[src/rtl/vc_pkg.sv]
// Shared types and defaults for the op_sequencer result-streaming path.
package vc_pkg;

    typedef enum logic [2:0] {
        IDLE,
        START,
        WAIT_CORE,
        LOAD,
        SEND,
        WAIT_TX,
        NEXT,
        DONE
    } seq_state_t;

    localparam int VEC_BYTES_DEF  = 2;
    localparam int SCAL_BYTES_DEF = 4;
    localparam int SCALAR_W       = 8 * SCAL_BYTES_DEF;

endpackage

[src/rtl/timeout_counter.sv]
// Watchdog for the processing core: counts enabled cycles and flags the last one.
module timeout_counter #(
    parameter int TIMEOUT_CYCLES = 65536
) (
    input  logic clk,
    input  logic rst_n,
    input  logic clear,
    input  logic enable,
    output logic expired
);

    localparam int CW = (TIMEOUT_CYCLES > 1) ? $clog2(TIMEOUT_CYCLES) : 1;
    localparam logic [CW-1:0] LAST = CW'(TIMEOUT_CYCLES - 1);

    logic [CW-1:0] cnt_q;

    // Saturates at LAST so a stalled enable cannot wrap back to zero.
    always_ff @(posedge clk or negedge rst_n) begin
        if (!rst_n) begin
            cnt_q <= '0;
        end else if (clear) begin
            cnt_q <= '0;
        end else if (enable && (cnt_q != LAST)) begin
            cnt_q <= cnt_q + 1'b1;
        end
    end

    assign expired = enable && (cnt_q == LAST);

endmodule

[src/rtl/op_sequencer.sv]
// Starts the processing core for each command and streams its result to the UART,
// byte by byte (LSB first), for either a single scalar or a DEPTH-element vector.
module op_sequencer
    import vc_pkg::*;
#(
    parameter int DEPTH          = 1024,
    parameter int VEC_BYTES      = VEC_BYTES_DEF,
    parameter int SCAL_BYTES     = SCAL_BYTES_DEF,
    parameter int TIMEOUT_CYCLES = 65536
) (
    input  logic                       clk,
    input  logic                       rst_n,
    input  logic                       cmd_ready,
    input  logic                       out_mode,
    output logic                       core_start,
    input  logic                       core_done,
    output logic [$clog2(DEPTH)-1:0]   r_addr,
    output logic [1:0]                 byte_sel,
    output logic                       tx_start,
    input  logic                       tx_busy,
    output logic                       busy,
    output logic                       seq_done,
    output logic                       timeout_err,
    output logic                       cmd_drop
);

    localparam int AW = $clog2(DEPTH);
    localparam logic [AW-1:0] ADDR_LAST = AW'(DEPTH - 1);
    localparam logic [1:0]    VEC_LAST  = 2'(VEC_BYTES - 1);
    localparam logic [1:0]    SCAL_LAST = 2'(SCAL_BYTES - 1);

    seq_state_t      state_q;
    logic            mode_q;
    logic [AW-1:0]   r_addr_q;
    logic [1:0]      byte_sel_q;
    logic            core_start_q;
    logic            tx_start_q;
    logic            seq_done_q;
    logic            cmd_drop_q;
    logic            busy_q;
    logic            timeout_err_q;
    logic            first_q;
    logic [1:0]      rst_sync_q;
    logic            rst_int_n;
    logic            last_byte_ok;
    logic            expired;

    // Reset asserts asynchronously but releases two clocks later on clk.
    always_ff @(posedge clk or negedge rst_n) begin
        if (!rst_n) begin
            rst_sync_q <= '0;
        end else begin
            rst_sync_q <= {rst_sync_q[0], 1'b1};
        end
    end
    assign rst_int_n = rst_sync_q[1];

    timeout_counter #(
        .TIMEOUT_CYCLES (TIMEOUT_CYCLES)
    ) u_timeout (
        .clk     (clk),
        .rst_n   (rst_int_n),
        .clear   (state_q == START),
        .enable  (state_q == WAIT_CORE),
        .expired (expired)
    );

    assign last_byte_ok = byte_sel_q < (mode_q ? SCAL_LAST : VEC_LAST);

    always_ff @(posedge clk or negedge rst_int_n) begin
        if (!rst_int_n) begin
            state_q       <= IDLE;
            mode_q        <= 1'b0;
            r_addr_q      <= '0;
            byte_sel_q    <= '0;
            core_start_q  <= 1'b0;
            tx_start_q    <= 1'b0;
            seq_done_q    <= 1'b0;
            cmd_drop_q    <= 1'b0;
            busy_q        <= 1'b0;
            timeout_err_q <= 1'b0;
            first_q       <= 1'b0;
        end else begin
            core_start_q <= 1'b0;
            tx_start_q   <= 1'b0;
            seq_done_q   <= 1'b0;
            cmd_drop_q   <= cmd_ready && (state_q != IDLE);
            case (state_q)
                IDLE: begin
                    if (cmd_ready) begin
                        state_q       <= START;
                        mode_q        <= out_mode;
                        timeout_err_q <= 1'b0;
                        core_start_q  <= 1'b1;
                        busy_q        <= 1'b1;
                    end
                end
                START: state_q <= WAIT_CORE;
                WAIT_CORE: begin
                    if (core_done) begin
                        state_q    <= LOAD;
                        r_addr_q   <= '0;
                        byte_sel_q <= '0;
                    end else if (expired) begin
                        state_q       <= IDLE;
                        timeout_err_q <= 1'b1;
                        busy_q        <= 1'b0;
                    end
                end
                // tx_start is decided one cycle early so it is high on the first SEND cycle.
                LOAD: begin
                    state_q    <= SEND;
                    tx_start_q <= !tx_busy;
                end
                SEND: begin
                    if (tx_start_q) begin
                        state_q <= WAIT_TX;
                        first_q <= 1'b1;
                    end else if (!tx_busy) begin
                        tx_start_q <= 1'b1;
                    end
                end
                WAIT_TX: begin
                    first_q <= 1'b0;
                    if (!first_q && !tx_busy) begin
                        state_q <= NEXT;
                    end
                end
                NEXT: begin
                    if (last_byte_ok) begin
                        byte_sel_q <= byte_sel_q + 2'd1;
                        state_q    <= SEND;
                        tx_start_q <= !tx_busy;
                    end else if (!mode_q && (r_addr_q != ADDR_LAST)) begin
                        byte_sel_q <= '0;
                        r_addr_q   <= r_addr_q + 1'b1;
                        state_q    <= LOAD;
                    end else begin
                        state_q    <= DONE;
                        seq_done_q <= 1'b1;
                    end
                end
                DONE: begin
                    state_q <= IDLE;
                    busy_q  <= 1'b0;
                end
                default: state_q <= IDLE;
            endcase
        end
    end

    assign core_start  = core_start_q;
    assign r_addr      = r_addr_q;
    assign byte_sel    = byte_sel_q;
    assign tx_start    = tx_start_q;
    assign busy        = busy_q;
    assign seq_done    = seq_done_q;
    assign timeout_err = timeout_err_q;
    assign cmd_drop    = cmd_drop_q;

endmodule

[config.mk]
export PLATFORM = sky130hd
export DESIGN_NAME = op_sequencer
export DESIGN_NICKNAME = d
export VERILOG_FILES = /design/src/rtl/vc_pkg.sv /design/src/rtl/timeout_counter.sv /design/src/rtl/op_sequencer.sv
export SDC_FILE = /design/constraint.sdc
export NUM_CORES = 1
export LEC_CHECK = 0
export CAP_MARGIN = 20
export CORE_UTILIZATION = 55
export DETAILED_ROUTE_END_ITERATION = 10
export GPL_TIMING_DRIVEN = 0
export PLACE_DENSITY = 0.87
export SYNTH_ARGS = -nofsm -noshare
export SYNTH_HDL_FRONTEND = slang
export SYNTH_HIERARCHICAL = 1
export SYNTH_SLANG_ARGS = --single-unit
[constraint.sdc]
create_clock -name clk -period 1.6 [get_ports clk]
set_input_delay 0.32 -clock clk [delete_from_list [all_inputs] [get_ports clk]]
set_output_delay 0.32 -clock clk [all_outputs]
set_load 0.005 [all_outputs]
Word-level counts from Yosys, hierarchy flattened. Cells that the tools add are included.

Bits in writable memories: 0. Output and inout bits: 18. Flip-flop bits (word level): 41. Bits of input ports: 6. ROM bits: 0. Memories kept: 0. Logic and storage cells: 97. Bits in latches: 0.

Order comparisons: 1. Add/sub/neg operators: 3. Muxes and demuxes: 38. Multipliers: 0. Equal/unequal tests: 20. Shift operators: 0. Reductions and logical operators: 22. Bitwise logic cells: 0. Div/mod/pow operators: 0.

Operators with widths (number): 16-bit 2-to-1 mux (2); 10-bit 2-to-1 mux (3); 3-bit one-hot mux with 8 select lines (1); 3-bit 2-to-1 mux (7); 10-bit one-hot mux with 2 select lines (1); 16-bit by 1-bit adder with 16-bit output, second input constant (1); 16-bit == test, second input constant (1); 16-bit != test, second input constant (1); 2-bit != test, second input constant (8); 4-bit AND reduction (4); 1-bit 2-to-1 mux (15); 3-bit == test, second input constant (4); 10-bit by 1-bit adder with 10-bit output, second input constant (1); 10-bit != test, second input constant (1); 2-bit 2-to-1 mux (4); 2-bit nonzero test (4); 3-bit by 2-bit == test with 1-bit output, second input constant (2); 3-bit != test, second input constant (2); 1-bit one-hot mux with 3 select lines (2); 3-bit nonzero test (2); 1-bit logical AND (5); 1-bit one-hot mux with 2 select lines (2); 2-bit one-hot mux with 2 select lines (1); 2-bit AND reduction (2); other kinds (6) (8).

Longest topological paths before layout. Gate-level depths: netlist of run 1.

Depth after elaboration: 5. Depth in mapped cells: 10. Gate-level depth less buffers: 8.

By module. Netlist of run 1, hierarchy kept.

By module, submodules not included: op_sequencer (area an instance 1422.6 sq um, seq. area each 625.6 sq um, cells an instance 149, times used 1); timeout_counter (area an instance 933.4 sq um, seq. area each 400.4 sq um, cells an instance 101, times used 1).

Worst setup path after synthesis of run 1. No wires, ideal clock.

Path kind: reg-to-reg. From: reg state_q[2]. To: reg state_q[1]. Setup slack: -823 ps. Required time: 1478 ps. Period minus slack after synthesis: 2423 ps. Arrival: 2301 ps. Library setup time: 122 ps. Path buffers: 2. Stages on the path, launching flop included: 9. Path through: dfrtp_1 buf_2 nor3b_1 clkbuf_1 nand2_1 or3_1 nor3_1 a21oi_1 a32o_1.

Longest elaborated chain between the ends: 4. Elaborated cells on any way between the ends: 15. Classes of those cells: 11 x eq/ne; 1 x mux; 3 x reduce/logical.

RTL lines: start, declared (RTL line op_sequencer.sv:32) `seq_state_t state_q;`; start signal, assigned (RTL line op_sequencer.sv:72) `state_q <= IDLE;`; start signal, assigned (RTL line op_sequencer.sv:91) `state_q <= START;`; start signal, assigned (RTL line op_sequencer.sv:98) `START: state_q <= WAIT_CORE;`; 3-bit by 2-bit == test with 1-bit output (RTL line op_sequencer.sv:64) `.enable (state_q == WAIT_CORE),`; 1-bit logical AND (RTL line timeout_counter.sv:28) `assign expired = enable && (cnt_q == LAST);`; via expired (RTL line op_sequencer.sv:46) `logic expired;`; 3-bit != test (no source line); 4-bit AND reduction (no source line).

The timed path passes the listed nets, and every way through them passes these cells. A chain may end at the register's enable or synchronous reset.

Worst setup path in the final report of run 1.
From: reg state_q[2]. To: reg state_q[0].

The elaborated chain is that of the path after synthesis.

==> flow_results.org, run 1 <==
** Setup path
- CP Data Arrival Time :: approximately 2.5 ns
- The worst setup path is of the reg -> reg kind.
- Of all nets on the critical path, the largest fanout is 3.
- Flop-to-flop setup slack :: -0.64 ns
- In this run the critical register-to-register path is launched from state_q[2].
- The endpoint identified for the worst register-to-register timing path is state_q[0].
- For the worst flop-to-flop path, the logic depth is 10.
- Required arrival time at the worst endpoint :: 1.81 ns
- CP startpoint kind :: flop
- Endpoint class of the critical path :: flop

** Placement
- Port-buffer cells :: 23
- Worst slack after detailed placement :: -0.583 ns
- HPWL reported at the end of detailed placement :: approximately 3400 um
- The congestion estimate from routability-driven global placement came to 0.813.
- Post-place instance area :: between 0.002 and 0.003 mm2
- Counting tap cells, the placed design contains a total of 323 instances.

** Route
- DRC marker count from the first detailed-route iteration :: between 500 and 600
- Vias/cell :: 7.31
- The pre-antenna-repair detailed-routing pass consisted of 5 iterations.
- Total via count in the routed design :: 2,904
- In this run the remaining antenna-violating nets after routing total 0.
- Wirelength, routed :: 10,500 um
- In the routed design, unresolved DRC markers number 0.
- Per-cell routed wire length :: 26.4 um

** Logic synthesis
- For this run, the leading register cell type out of synthesis is sky130_fd_sc_hd__dfrtp_1.
- When the netlist entered floorplanning its net count stood at between 200 and 300.
- Synthesis produced a netlist whose cell count is 250.
- Avg Synthesized Cell Area :: 9.42 um2
- #FFs+latches synth :: 41
- The number of different library cells used by synthesis comes to between 50 and 60.
- Combined area of all synthesized cells :: roughly 0.0024 mm2
- Of all flip-flops after synthesis, the portion carrying an async set or reset was 100%.
- For this run, the number of Yosys warnings is 6.
- The synthesized design contains 0 enable-type register cells.
- Share of the yosys chip area belonging to registers :: between 40% and 50%

** Layout
- Area of all placed cells without fillers :: about 0.0037 mm2
- The post-route netlist has a little under half of its cells at a drive strength greater than 1.
- Most common cell after layout, fill and taps aside :: sky130_fd_sc_hd__buf_4
- Post-Layout Cell Count :: slightly below 400
- In the layout the commonest cells are 48 x sky130_fd_sc_hd__buf_4, 30 x sky130_fd_sc_hd__dfrtp_1, 20 x sky130_fd_sc_hd__buf_6.
- Utilization after layout :: 92.2%
- Compared with the post-synthesis result, the final layout area differs by 58.7%.
- The final layout contains 354 nets.

** Pwr
- Leakage power of the design :: between 1.5 and 2 nW
- For this design the ratio of total power to cell area is 1290 mW/mm2.
- Overall power :: ~4.8 mW
- Worst supply voltage drop on vdd :: roughly 1.1 mV

** CTS
- Clk pin slew, worst setup/hold paths :: around 0.070 ns
- At the later pin of the worst-skew pair, clock insertion delay measures 0.30 ns.
- Clock sink count :: 41
- CTS H-tree depth :: 2
- Buffer depth of the longest clock path :: 2
- TritonCTS clock tree :: yes
- Number of buffers inserted during clock tree synthesis :: 5
- Cts-stage hold buffer count :: 0
- Root buffer cell :: sky130_fd_sc_hd__clkbuf_8

** Flow run
- # Max-Cap Violations :: 0

** Die
- The initialized floorplan defines 23 standard-cell rows.
- The die is 67.5 um wide.
- The die covers between 0.004 and 0.005 mm2.
- 24 I/O pins were placed.
- For this configuration, the core starts out at a cell density of just under 60%.
- The die is about 67 um tall.
- Core region area :: 0.00406 mm2

** Status
- Run status :: complete, but fails checks
- Violated checks :: negative setup slack

** GRT
- The initial antenna violation count is 1.
- For this run the aggregate overflow at the end of global routing stands at 0.
- For this run, the total global-route usage over all layers was measured as about 36%.
- Entering global routing, the biggest net connects 40 pins.
- Number of global-route vias before repair :: between 2,000 and 2,500
- Global-route wire length before repair :: about 12,000 um

** STA
- The worst pin sits at a relative slew slack of roughly two fifths.
- Setup repair after global routing could not meet its margin everywhere.
- The final-report hold violation count is 0.
- Across all setup checks in the final design, the least slack found is -0.641 ns.
- Final setup fails :: 35
- Slew at the pin with the worst max-slew slack :: 0.895 ns
- After routing, the total negative slack on setup checks comes to -9.05 ns.
- Crit path time final :: 2.24 ns
- On the final layout, the worst hold slack is between 0.15 and 0.2 ns.
- Period Utilization, post-route :: 140%
- The clock arrives with 0.0143 ns of skew.
- Based on the critical path, the design can be clocked at up to between 400 and 500 MHz.
- Max-slew violation count :: 0

** Hold path
- The worst hold path belongs to the class in -> async.
[metal layers]
metal / share of wire [%] / vias to the layer above / track usage [%]
met2: 46 / 308 / 55.3
met3: 12 / 89 / 9.97
met5: 0 / - / 0
met4: 6.8 / 0 / 21.3
met1: 35 / 1375 / 44.4
li1: - / 1132 / -
[worst max path at each step]
stage | startpoint | end | slack, ns
finish | state_q[2] | state_q[0] | -0.64
global route | state_q[2] | state_q[0] | -0.72
floorplan | state_q[2] | state_q[1] | -0.37
CTS | state_q[0] | state_q[0] | -0.36
global placement | state_q[2] | state_q[1] | -0.56
detailed placement | state_q[2] | busy | -0.58
[power by group]
part | switching, mW | total [mW] | leakage (nW) | internal [mW]
clock network | 0.381 | 0.771 | 0.0542 | 0.391
registers | 0.205 | 1.41 | 0.528 | 1.20
logic | 1.32 | 2.65 | 1.18 | 1.33
[cell usage after synthesis (all sizes together) (3+ instances only)]
library cell / instances / area [um2]
a211oi: 3 / 22.5
a21oi: 22 / 110
a31oi: 5 / 31.3
a41o: 3 / 30.0
and2: 4 / 25.0
and3: 5 / 31.3
and4: 4 / 37.5
buf: 9 / 68.8
clkbuf: 5 / 18.8
dfrtp: 41 / 1030
ha: 3 / 37.5
inv: 5 / 18.8
mux2: 3 / 33.8
mux2i: 7 / 70.1
nand2: 14 / 52.6
nand2b: 6 / 40.0
nand3: 14 / 70.1
nand4: 8 / 65.1
nor2: 22 / 82.6
nor2b: 6 / 40.0
nor3: 10 / 50.1
nor4: 5 / 52.6
o21ai: 13 / 65.1
o31ai: 5 / 37.5
or3: 6 / 37.5
or4: 3 / 22.5
[worst max-delay path, cell delays in order (launching register included)]
cell and delay, ns:
sky130_fd_sc_hd__dfrtp_1 0.41, sky130_fd_sc_hd__buf_6 0.14, sky130_fd_sc_hd__nor3b_4 0.21, sky130_fd_sc_hd__clkbuf_8 0.17, sky130_fd_sc_hd__nand2_4 0.05, sky130_fd_sc_hd__or3_4 0.38, sky130_fd_sc_hd__nor3_4 0.21, sky130_fd_sc_hd__nor3_1 0.10
sky130_fd_sc_hd__mux2i_1 0.23, sky130_fd_sc_hd__a21oi_1 0.11, sky130_fd_sc_hd__o21ai_1 0.14
[flip-flops by register name (all words and copies together), names as in the netlist]
name,flops
mode_q,1
first_q,1
core_start,1
seq_done,1
timeout_err,1
u_timeout/cnt_q,16
tx_start,1
rst_sync_q,2
r_addr,10
cmd_drop,1
busy,1
state_q,3
byte_sel,2
[final cells by class]
cell class / instances / area [um2]
buffer: 13 / 124
fill: 146 / 318
clock inverter: 1 / 5.00
antenna: 1 / 2.50
sequential: 41 / 1040
multi-input combinational: 191 / 1590
tap: 50 / 62.6
clock buffer: 7 / 96.3
timing repair buffer: 88 / 806
inverter: 5 / 18.8
[timing repair]
| action | in CTS | in global routing |
|---|---|---|
| endpoints found under the hold margin | 0 | 0 |
| setup buffers | 32 | 37 |
| pin swaps | 16 | 25 |
| gates cloned | 2 | 0 |
| endpoints found under the setup margin | 35 | 45 |
| gates resized for setup | 44 | 54 |
[logic make-up after synthesis]
logic type / synth area share (%)
and+or+nand+nor: 28.0
AOI/OAI and AO/OA: 17.7
DFF: 43.5
buffers and inverters: 4.51
muxes: 4.41
adders and majority gates: 1.59
other: 0.159
Note: power is estimated with default switching activity, not from simulation.
==> run 2, diff against run 1 <==
CTS_CLUSTER_DIAMETER = 200   (was not set)
==> results of run 2 <==
Same layout as run 1: the final DEF is identical, and so are final timing and power.
==> run 3, diff against run 2 <==
MAX_ROUTING_LAYER = met4   (was not set)
SLEW_MARGIN = 20   (was not set)
==> flow_results.org, run 3 (synthesis results as in run 1) <==
** Flow run
- # Max-Cap Violations :: 0 (unchanged)

** GRT
- The maximum number of pins on one net before global-route repair came to 25 (-38%).
- The overall track demand over capacity in global routing was 37.5% (+1.7 points).
- The global-route wire length before repair is 11,900 um (+1.8%).
- Number of global-route vias before repair :: 2,394 (+2.3%)
- The total global routing overflow was 0 (unchanged).
- The initial antenna violation count came to 0 (-1).

** Setup path
- The number of cells on the worst reg-to-reg path is 10 (unchanged).
- CP startpoint kind :: flop
- Biggest fanout along the worst timing path :: 2 (-1)
- RR Endpoint :: state_q[0]
- Required arrival time at the worst endpoint :: 1.82 ns (about the same)
- Reg-to-Reg Start :: state_q[2]
- Worst setup path start :: state_q[2]
- CP cell instances :: buf_6 > nor3b_4 > clkbuf_8 > nand2_4 > or3_4 > nor3_4 > nor3_1 > mux2i_1 > a21oi_1 > o21ai_1
- Maximum single-stage delay on the critical path :: 0.41 ns (about the same)
- The register-to-register setup slack was -0.61 ns (+0.03 ns).
- The slowest stage of the critical path belongs to the cell sky130_fd_sc_hd__dfrtp_1.
- The arrival time at the worst endpoint is 2.42 ns (-0.04 ns).
- Classification of the worst setup path :: reg -> reg
- STA classifies the critical path endpoint as a flop.

** Layout
- Utilization after layout :: 92.2% (unchanged)
- u_timeout/cnt_q holds more flip-flops than any other register.
- The area taken by flip-flops and latches came to 0.00104 mm2 (+0.24%).
- Commonest cells after routing, fill and taps aside :: 42 x sky130_fd_sc_hd__buf_4, 28 x sky130_fd_sc_hd__dfrtp_1, 19 x sky130_fd_sc_hd__nor2_1
- Multi-input gate area in the final layout :: 0.00156 mm2 (-1.7%)
- Fin nets :: 350 (-1.1%)
- Flip-flop count of the largest register after layout :: 16 (unchanged)
- The share of post-route cells with drive strength above 1 was 43.9% (-2.1 points).
- Fill count :: 133 (-8.9%)
- Antenna fix cells :: 0 (-1)
- Most common cell after layout, fill and taps aside :: sky130_fd_sc_hd__buf_4
- The area added between synthesis and finish is 58.7% (unchanged).

** Placement
- HPWL reported at the end of detailed placement :: 3630 um (+6.2%)
- The number of buffer cells added on primary ports was 23 (unchanged).
- The worst setup slack before clock tree synthesis is -0.583 ns (+0.000597 ns).
- The final weighted congestion in routability-driven placement was 0.825 (+1.5%).

** STA
- Hold violation count in the final report :: 0 (unchanged)
- The transition time of the tightest slew-check pin came to 0.502 ns (-0.392 ns).
- The time the worst path needs with I/O delays and setup is 2.21 ns (-0.0316 ns).
- The final count of negative-setup-slack endpoints came to 36 (+2.9%).
- Final clock skew :: 0.0191 ns (+0.00480 ns)
- The number of pins exceeding their max-slew limit in the final report is 0 (unchanged).
- PnR worst setup slack :: -0.609 ns (+0.0316 ns)
- RSZ-0062 raised after global routing :: yes
- The final critical-path share of the clock period came to 138% (-2.0 points).
- The remaining max-slew budget at the tightest pin is 66.5% (+26 points).
- The upper clock frequency limit was 453 MHz (+1.4%).

** Die
- The die area came to 0.00455 mm2 (unchanged).
- The starting density of the core came to 58.1% (unchanged).
- Top-level I/O count :: 24 (unchanged)
- Die height :: 67.5 um (unchanged)
- Die extent in x :: 67.5 um (unchanged)
- Core region area :: 0.00406 mm2 (unchanged)
- Placement Rows :: 23 (unchanged)

** Route
- The DRC violation count after routing is 0 (unchanged).
- The ratio of routed vias to standard cells was 7.48 (+2.3%).
- Wirelength, routed :: 10,900 um (+3.9%)
- The violation count after the first detailed-routing iteration is 474 (-5.8%).
- The number of detailed-routing iterations run before antenna repair is 5 (unchanged).
- The routed length per placed instance was 27.8 um (+5.2%).
- Total via count in the routed design :: 2,933 (+1.0%)
- The number of antenna-violating nets in the routed design was 0 (unchanged).

** Pwr
- Leakage power of the design :: 1.72 nW (-2.5%)
- The worst ir drop on vdd was 1.20 mV (+6.5%).
- Power density normalized to cell area :: 1290 mW/mm2 (-0.28%)

** CTS
- Buffer depth of the longest clock path :: 2 (unchanged)
- The clock buffer count from CTS came to 5 (unchanged).
- Cts-stage hold buffer count :: 0 (unchanged)
- TritonCTS clock tree :: yes
- The count of H-tree levels built during CTS came to 2 (unchanged).
- The clock-pin slew reported for the worst setup and hold paths after clock tree synthesis is 0.08 ns (about the same).
- The count of clock tree sinks is 41 (unchanged).
- Skew-Pair Late Insertion Delay :: 0.32 ns (+0.02 ns)
- Root buffer cell :: sky130_fd_sc_hd__clkbuf_8

** Status
- The final reports fail on negative setup slack.
- Run status :: complete, but fails checks

** Hold path
- The min-delay analysis places its worst path in the category in -> async.
[run 3: final cells by class]
| cell class | instances | area share [%] |
|---|---|---|
| buffer | 13 | 3.31 |
| clock inverter | 1 | 0.803 |
| clock buffer | 7 | 2.31 |
| inverter | 5 | 0.502 |
| multi-input combinational | 191 | 41.7 |
| sequential | 41 | 27.9 |
| timing repair buffer | 84 | 21.8 |
| tap | 50 | 1.67 |
[run 3: layer usage]
metal | wire length, um | vias up | GRT usage, %
met3 | 1130 | 144 | 10.1
met4 | 1080 | 0 | 21.0
li1 | - | 1119 | -
met1 | 3610 | 1345 | 41.9
met2 | 5070 | 325 | 60.4
met5 | 0 | - | -
[run 3: worst max-delay path, delay by kind of cell, from the launching register on]
kind	cells	cell delay (ns)
buf+inv	2	0.30
mux	1	0.26
compound gates	2	0.31
flops	1	0.41
simple gates	5	0.84
[run 3: through the flow]
stage / TNS, ns / instances / hold slack, ns / instance area [um2] / power [mW]
final: -9.38 / 392 / 0.162 / 3740 / 4.81
after global routing: -11.21 / 392 / 0.166 / 3740 / 4.97
after floorplan: -1.87 / 250 / 0.0244 / 2490 / 2.36
after detailed placement: -10.03 / 324 / 0.205 / 2810 / 2.76
after global placement: -13.30 / 323 / 0.342 / 2780 / 2.71
after CTS: -3.80 / 363 / 0.169 / 3350 / 4.06
[run 3: worst max path at each step]
stage                  to  slack [ns]  depth (start not counted)
6_report       state_q[0]       -0.61                         10
5_1_grt        state_q[0]       -0.59                         10
4_1_cts        state_q[0]       -0.36                         10
3_5_place_dp         busy       -0.58                          9
3_3_place_gp   state_q[1]       -0.56                          8
2_1_floorplan  state_q[1]       -0.37                          8
[run 3: what timing repair did]
| item | in CTS | in global routing |
|---|---|---|
| gates resized for setup | 46 | 46 |
| cloned | 2 | 0 |
| setup endpoints to repair | 35 | 42 |
| pin swaps | 16 | 14 |
| buffers inserted | 29 | 31 |
[run 3: report_power, final]
part	total (mW)	internal [mW]	switching, mW
logic	2.50	1.22	1.28
registers	1.40	1.20	0.194
clock network	0.909	0.510	0.399
